### src/rtl/mem_port_arbiter.sv
// Unified memory port arbiter between instruction fetch and data access.
// One access is in flight at a time: IDLE arbitrates, *_BUSY holds the
// registered request until ack or watchdog expiry, *_DONE pulses ready.
// Fetch is forced through after STARVE_MAX back-to-back data grants.
module mem_port_arbiter #(
    parameter int                ADDR_W     = 32,
    parameter int                DATA_W     = 32,
    parameter int                STARVE_MAX = 3,
    parameter int                TIMEOUT    = 15,
    parameter logic [DATA_W-1:0] ERR_DATA   = 32'hDEADBEEF
) (
    input  logic              clock,
    input  logic              reset,
    input  logic              if_req,
    input  logic [ADDR_W-1:0] if_addr,
    output logic [DATA_W-1:0] if_rdata,
    output logic              if_ready,
    input  logic              dm_read,
    input  logic              dm_write,
    input  logic [ADDR_W-1:0] dm_addr,
    input  logic [DATA_W-1:0] dm_wdata,
    output logic [DATA_W-1:0] dm_rdata,
    output logic              dm_ready,
    output logic              mem_req,
    output logic              mem_we,
    output logic [ADDR_W-1:0] mem_addr,
    output logic [DATA_W-1:0] mem_wdata,
    input  logic [DATA_W-1:0] mem_rdata,
    input  logic              mem_ack,
    output logic              stall_if,
    output logic              stall_mem,
    output logic              bus_err
);

    localparam int SW = $clog2(STARVE_MAX + 1);
    localparam int TW = $clog2(TIMEOUT + 1);

    typedef enum logic [2:0] {
        ST_IDLE    = 3'd0,
        ST_IF_BUSY = 3'd1,
        ST_DM_BUSY = 3'd2,
        ST_IF_DONE = 3'd3,
        ST_DM_DONE = 3'd4
    } state_t;

    state_t          state_r;
    state_t          next_state_s;
    logic [SW-1:0]   starve_cnt_r;
    logic [TW-1:0]   tmo_cnt_r;
    logic            grant_if_s;
    logic            grant_dm_s;
    logic            dm_pend_s;
    logic            starve_hit_s;
    logic            tmo_exp_s;

    assign dm_pend_s    = dm_read | dm_write;
    assign starve_hit_s = (starve_cnt_r == SW'(STARVE_MAX));
    // Expiry is flagged on the last allowed wait cycle so mem_req stays up exactly TIMEOUT cycles.
    assign tmo_exp_s    = (tmo_cnt_r == TW'(TIMEOUT - 1));

    assign stall_if  = if_req & ~if_ready;
    assign stall_mem = dm_pend_s & ~dm_ready;

    // State register.
    always_ff @(posedge clock or negedge reset) begin
        if (!reset) begin
            state_r <= ST_IDLE;
        end else begin
            state_r <= next_state_s;
        end
    end

    // Arbitration decision and next-state selection.
    always_comb begin
        next_state_s = state_r;
        grant_if_s   = 1'b0;
        grant_dm_s   = 1'b0;
        case (state_r)
            ST_IDLE: begin
                if (dm_pend_s && if_req) begin
                    if (starve_hit_s) begin
                        grant_if_s = 1'b1;
                    end else begin
                        grant_dm_s = 1'b1;
                    end
                end else if (dm_pend_s) begin
                    grant_dm_s = 1'b1;
                end else if (if_req) begin
                    grant_if_s = 1'b1;
                end else begin
                    grant_if_s = 1'b0;
                end
                if (grant_if_s) begin
                    next_state_s = ST_IF_BUSY;
                end else if (grant_dm_s) begin
                    next_state_s = ST_DM_BUSY;
                end else begin
                    next_state_s = ST_IDLE;
                end
            end
            ST_IF_BUSY: begin
                if (mem_ack || tmo_exp_s) begin
                    next_state_s = ST_IF_DONE;
                end else begin
                    next_state_s = ST_IF_BUSY;
                end
            end
            ST_DM_BUSY: begin
                if (mem_ack || tmo_exp_s) begin
                    next_state_s = ST_DM_DONE;
                end else begin
                    next_state_s = ST_DM_BUSY;
                end
            end
            ST_IF_DONE: next_state_s = ST_IDLE;
            ST_DM_DONE: next_state_s = ST_IDLE;
            default:    next_state_s = ST_IDLE;
        endcase
    end

    // Memory handshake registers, read-data capture, ready pulses, counters and sticky error.
    always_ff @(posedge clock or negedge reset) begin
        if (!reset) begin
            mem_req      <= 1'b0;
            mem_we       <= 1'b0;
            mem_addr     <= '0;
            mem_wdata    <= '0;
            if_rdata     <= '0;
            dm_rdata     <= '0;
            if_ready     <= 1'b0;
            dm_ready     <= 1'b0;
            bus_err      <= 1'b0;
            starve_cnt_r <= '0;
            tmo_cnt_r    <= '0;
        end else begin
            if_ready <= 1'b0;
            dm_ready <= 1'b0;
            case (state_r)
                ST_IDLE: begin
                    if (grant_if_s) begin
                        mem_req      <= 1'b1;
                        mem_we       <= 1'b0;
                        mem_addr     <= if_addr;
                        tmo_cnt_r    <= '0;
                        starve_cnt_r <= '0;
                    end else if (grant_dm_s) begin
                        mem_req   <= 1'b1;
                        mem_we    <= dm_write;
                        mem_addr  <= dm_addr;
                        mem_wdata <= dm_wdata;
                        tmo_cnt_r <= '0;
                        if (!if_req) begin
                            starve_cnt_r <= '0;
                        end else if (!starve_hit_s) begin
                            starve_cnt_r <= starve_cnt_r + SW'(1);
                        end
                    end else if (!if_req) begin
                        starve_cnt_r <= '0;
                    end
                end
                ST_IF_BUSY: begin
                    if (mem_ack) begin
                        if_rdata <= mem_rdata;
                        mem_req  <= 1'b0;
                        if_ready <= 1'b1;
                    end else if (tmo_exp_s) begin
                        if_rdata <= ERR_DATA;
                        mem_req  <= 1'b0;
                        bus_err  <= 1'b1;
                        if_ready <= 1'b1;
                    end else begin
                        tmo_cnt_r <= tmo_cnt_r + TW'(1);
                    end
                end
                ST_DM_BUSY: begin
                    if (mem_ack) begin
                        if (!mem_we) begin
                            dm_rdata <= mem_rdata;
                        end
                        mem_req  <= 1'b0;
                        dm_ready <= 1'b1;
                    end else if (tmo_exp_s) begin
                        if (!mem_we) begin
                            dm_rdata <= ERR_DATA;
                        end
                        mem_req  <= 1'b0;
                        bus_err  <= 1'b1;
                        dm_ready <= 1'b1;
                    end else begin
                        tmo_cnt_r <= tmo_cnt_r + TW'(1);
                    end
                end
                default: begin
                    mem_req <= mem_req;
                end
            endcase
        end
    end

endmodule

### config.mk
export PLATFORM = sky130hd
export DESIGN_NAME = mem_port_arbiter
export DESIGN_NICKNAME = d
export VERILOG_FILES = /design/src/rtl/mem_port_arbiter.sv
export SDC_FILE = /design/constraint.sdc
export NUM_CORES = 1
export LEC_CHECK = 0
export BUFFER_PORTS_ARGS = -buffer_cell sky130_fd_sc_hd__clkbuf_2
export CORE_ASPECT_RATIO = 1.4
export CORE_MARGIN = 10
export CORE_UTILIZATION = 42
export DETAILED_ROUTE_END_ITERATION = 8
export GPL_TIMING_DRIVEN = 0
export MAX_ROUTING_LAYER = met4
export PLACE_DENSITY = 0.76
export SLEW_MARGIN = 20
export SYNTH_ARGS = -nofsm -noshare
export SYNTH_HDL_FRONTEND = slang
export SYNTH_SLANG_ARGS = --single-unit
### constraint.sdc
create_clock -name clock -period 1.8 [get_ports clock]
set_input_delay 0.09 -clock clock [delete_from_list [all_inputs] [get_ports clock]]
set_output_delay 0.09 -clock clock [all_outputs]
set_load 0.01 [all_outputs]
==> run summary <==
Residual overflow from global routing -> 0
Class of the most critical setup path -> flop to flop
Power density of the placed cells -> 1780 nW/um2
Peak per-stage delay on the critical path -> 0.44 ns
Power Total -> 17.2 mW
Total die area -> 18,700 um2
Maximum Capacitance Violations -> 0
Synth warnings -> 0
CTS sink count -> 142
Synth Area per Inst -> 14.3 um2
Pin count of the biggest net entering global routing -> 78
Number of distinct library cell variants in the gate-level netlist after synthesis -> 43
Startpoint kind of the worst setup timing path -> flop
Cell area after placement -> 7290 um2
Max-slew violation total from the final report -> 0
Sequential-to-total area share from yosys stat -> 62.5%
Detailed-routing iteration count for the pre-antenna-repair pass -> 4
Clock tree from TritonCTS -> yes
Worst-Margin Slew -> 1.06 ns
Dominant cell by count in the synthesized netlist -> sky130_fd_sc_hd__dfrtp_1
Post-route clock skew -> 0.0141 ns
Number of cells on the worst reg-to-reg path -> 5
Worst-case vdd ir drop -> 0.00102 V
CP max FO -> 7
Worst-case hold slack -> -0.0704 ns
Antenna violations before repair -> 1
Worst relative slew slack -> 29.0%
Area delta synth->final -> 69.6%
Violations in the final reports -> negative hold slack, negative setup slack
Remaining DRCs -> 0
Seq cells post-synth -> 142
Setup repair after global routing missed its margin -> true
Overall routing resource usage -> 23.6%
Kind of end point of the critical path -> flop
Via density per instance -> 5.44
Buffers from clock root to sink, at most -> 2
Library cell used as clock root buffer -> sky130_fd_sc_hd__clkbuf_16
Final clock period utilization by the worst path -> 104%
Dominant cell type by area after synthesis -> sky130_fd_sc_hd__dfrtp_1
Post-Route WL -> 23,300 um
Outcome -> finished, violations left
Number of setup violations in the final report -> 49
Count of fill cells added during filler insertion -> 836
CP max stage cell -> sky130_fd_sc_hd__dfrtp_2
Type of the most critical hold path -> input pin to flop
Final worst path period need -> 1.87 ns
Number of ports placed on the die boundary -> 269
Number of CTS-inserted buffers -> 17
Mapped Nets -> 536
Core ar. -> 13,300 um2
Via count of the first global-routing pass -> 6,260
Wire length per cell -> 22.8 um
Top cell type's share of synthesized area -> 62.5%
Starting DRT DRC Count -> 309
Port Buf Inserts -> 267
Clock slew seen by the registers of the worst setup and hold paths -> 0.07 ns
Total half-perimeter wirelength after legalization and detailed placement -> 14,600 um
Required time of the worst setup path -> 2.10 ns
Data arrival time of the critical path -> 2.17 ns
Number of buffers inserted by hold repair at cts -> 128
Vertical extent of the die -> 158 um
Capturing instance or port of the critical path -> mem_wdata[0]
ANT nets after route -> 0
Min setup slack post-route -> -0.0704 ns
Final nets -> 959
Share of cells above drive strength 1 -> 49.5%
Maximum clock frequency -> 0.535 GHz
Capture point of the worst reg-to-reg path -> mem_wdata[0]
Gpl congestion -> 0.931
Synthesized instance count -> 399
Clock insertion delay at the later pin of the skew report -> 0.41 ns
Finished Cell Area -> 9650 um2
Async set or reset register ratio after synthesis -> 100%
Launch point of the critical path -> state_r[0]
Total vias in the final route -> 5,551
Reg-to-reg slack, setup -> -0.07 ns
# rows -> 50
Initial Utilization -> 42.7%
Most frequent cells after synthesis -> sky130_fd_sc_hd__dfrtp_1 (142), sky130_fd_sc_hd__o22a_1 (48), sky130_fd_sc_hd__mux2_2 (33), sky130_fd_sc_hd__o21bai_1 (32), sky130_fd_sc_hd__o221a_2 (28)
Primary FF master, synth -> sky130_fd_sc_hd__dfrtp_1
Wire length of the first global-routing pass -> 33,900 um
Final Hold Viols -> 1
Reported leakage power -> 4.55 nW
Depth of the CTS H-tree -> 4
Count of flip-flops with a built-in enable after synthesis -> 0
Post-Syn Area -> 5690 um2
Floorplan die width -> 118 um
Worst r2r src -> state_r[0]
CP Cell Sequence -> or3_4 -> a211o_4 -> buf_12 -> buf_6 -> mux2_4
Top post-synthesis cells by area -> sky130_fd_sc_hd__dfrtp_1 (62%), sky130_fd_sc_hd__o22a_1 (7.4%), sky130_fd_sc_hd__mux2_2 (6.5%)
==> layout by cell type, fill, tap and decap left out, types with 3 or more instances in the layout <==
cell	Yosys	final
sky130_fd_sc_hd__a22o_1	17	17
sky130_fd_sc_hd__buf_2	11	8
sky130_fd_sc_hd__buf_4	0	10
sky130_fd_sc_hd__buf_6	6	3
sky130_fd_sc_hd__buf_8	0	5
sky130_fd_sc_hd__bufinv_16	0	3
sky130_fd_sc_hd__clkbuf_1	17	9
sky130_fd_sc_hd__clkbuf_16	0	18
sky130_fd_sc_hd__clkbuf_2	0	267
sky130_fd_sc_hd__clkbuf_8	0	3
sky130_fd_sc_hd__clkinv_4	0	4
sky130_fd_sc_hd__dfrtp_1	142	138
sky130_fd_sc_hd__dfrtp_2	0	4
sky130_fd_sc_hd__diode_2	0	3
sky130_fd_sc_hd__dlygate4sd3_1	0	128
sky130_fd_sc_hd__inv_6	0	6
sky130_fd_sc_hd__mux2_2	33	32
sky130_fd_sc_hd__nand2_1	4	3
sky130_fd_sc_hd__nand2b_1	3	3
sky130_fd_sc_hd__nor2_1	5	5
sky130_fd_sc_hd__nor3_1	7	6
sky130_fd_sc_hd__o21ai_0	4	4
sky130_fd_sc_hd__o21bai_1	32	31
sky130_fd_sc_hd__o221a_1	4	4
sky130_fd_sc_hd__o221a_2	28	10
sky130_fd_sc_hd__o221a_4	0	18
sky130_fd_sc_hd__o22a_1	48	48
==> timing repair <==
item / 4_1_cts / 5_1_grt
setup endpoints to repair: 118 / 113
gates cloned: 2 / 1
endpoints found under the hold margin: 194 / 1
resized for setup: 38 / 29
pin swaps: 8 / 18
buffers inserted: 8 / 2
==> worst min-delay path by stage <==
stage / cells past startpoint / end / from / slack, ns
global placement: 2 / if_rdata[23] / mem_rdata[23] / 0.32
CTS: 2 / mem_wdata[0] / dm_wdata[0] / -0.09
detailed placement: 1 / if_rdata[30] / reset / 0.13
global route: 2 / mem_wdata[0] / dm_wdata[0] / -0.08
floorplan: 0 / bus_err / reset / -0.21
finish: 2 / mem_wdata[0] / dm_wdata[0] / -0.07
==> critical path, delay by kind of cell (launching register included) <==
kind                   cells  cell delay, ns
buffers and inverters      2            0.29
flip-flops                 1            0.44
multiplexers               1            0.29
AO/OA/AOI/OAI              1            0.33
AND/OR/NAND/NOR            1            0.42
==> through the flow <==
step,util [%],instances,setup WS [ns],setup TNS (ns)
finish,72.4,1020,-0.0704,-1.16
global route,72.4,1018,-0.0964,-3.38
CTS,71.1,1014,-0.0860,-2.24
detailed placement,54.7,849,-0.326,-19.46
global placement,54.4,848,-1.53,-230.34
floorplan,-,399,0.0243,0
==> per-layer routing <==
layer | up-vias | wire length, um | GRT usage [%]
met1 | 2792 | 8220 | 23.3
met2 | 270 | 12700 | 41.9
met4 | 0 | 1190 | 14.0
met5 | - | 0 | -
li1 | 2403 | - | -
met3 | 86 | 1160 | 5.24
==> where the power goes <==
part	switching, mW	internal, mW	total, mW	leakage (nW)
Clock	1.43	2.29	3.72	0.306
Sequential	1.04	4.76	5.81	1.65
Combinational	3.72	3.96	7.69	2.60
Total	6.20	11.0	17.2	4.55
==> logic make-up (layout without fill, tap and decap cells) <==
kind of cell,Yosys count,in the layout,share of synthesized area (%)
muxes,34,34,6.71
xor gates and xnor gates,2,2,0.308
buffers and inverters,37,473,3.47
adders and majority gates,3,3,0.660
DFF,142,142,62.5
AOI/OAI and AO/OA,148,148,23.0
and+or+nand+nor,33,33,3.43
other,0,3,0
==> sequential cells by signal, indices dropped and copies added, names as in the netlist, 2 cells and up <==
register,count
starve_cnt_r,2
mem_wdata,32
mem_addr,32
state_r,3
tmo_cnt_r,4
dm_rdata,32
if_rdata,32
==> area by class of cell <==
class	instances	area [um2]	share of cell area (%)
multi-input cells	220	2170	22.5
repair buffers	409	2820	29.2
clock buffers	19	453	4.70
well taps	182	228	2.36
plain buffers	29	219	2.27
diodes	3	7.51	0.0778
clock inverters	13	176	1.83
flip-flops and latches	142	3560	36.9
inverters	3	16.3	0.169
Note: power is estimated with default switching activity, not from simulation.
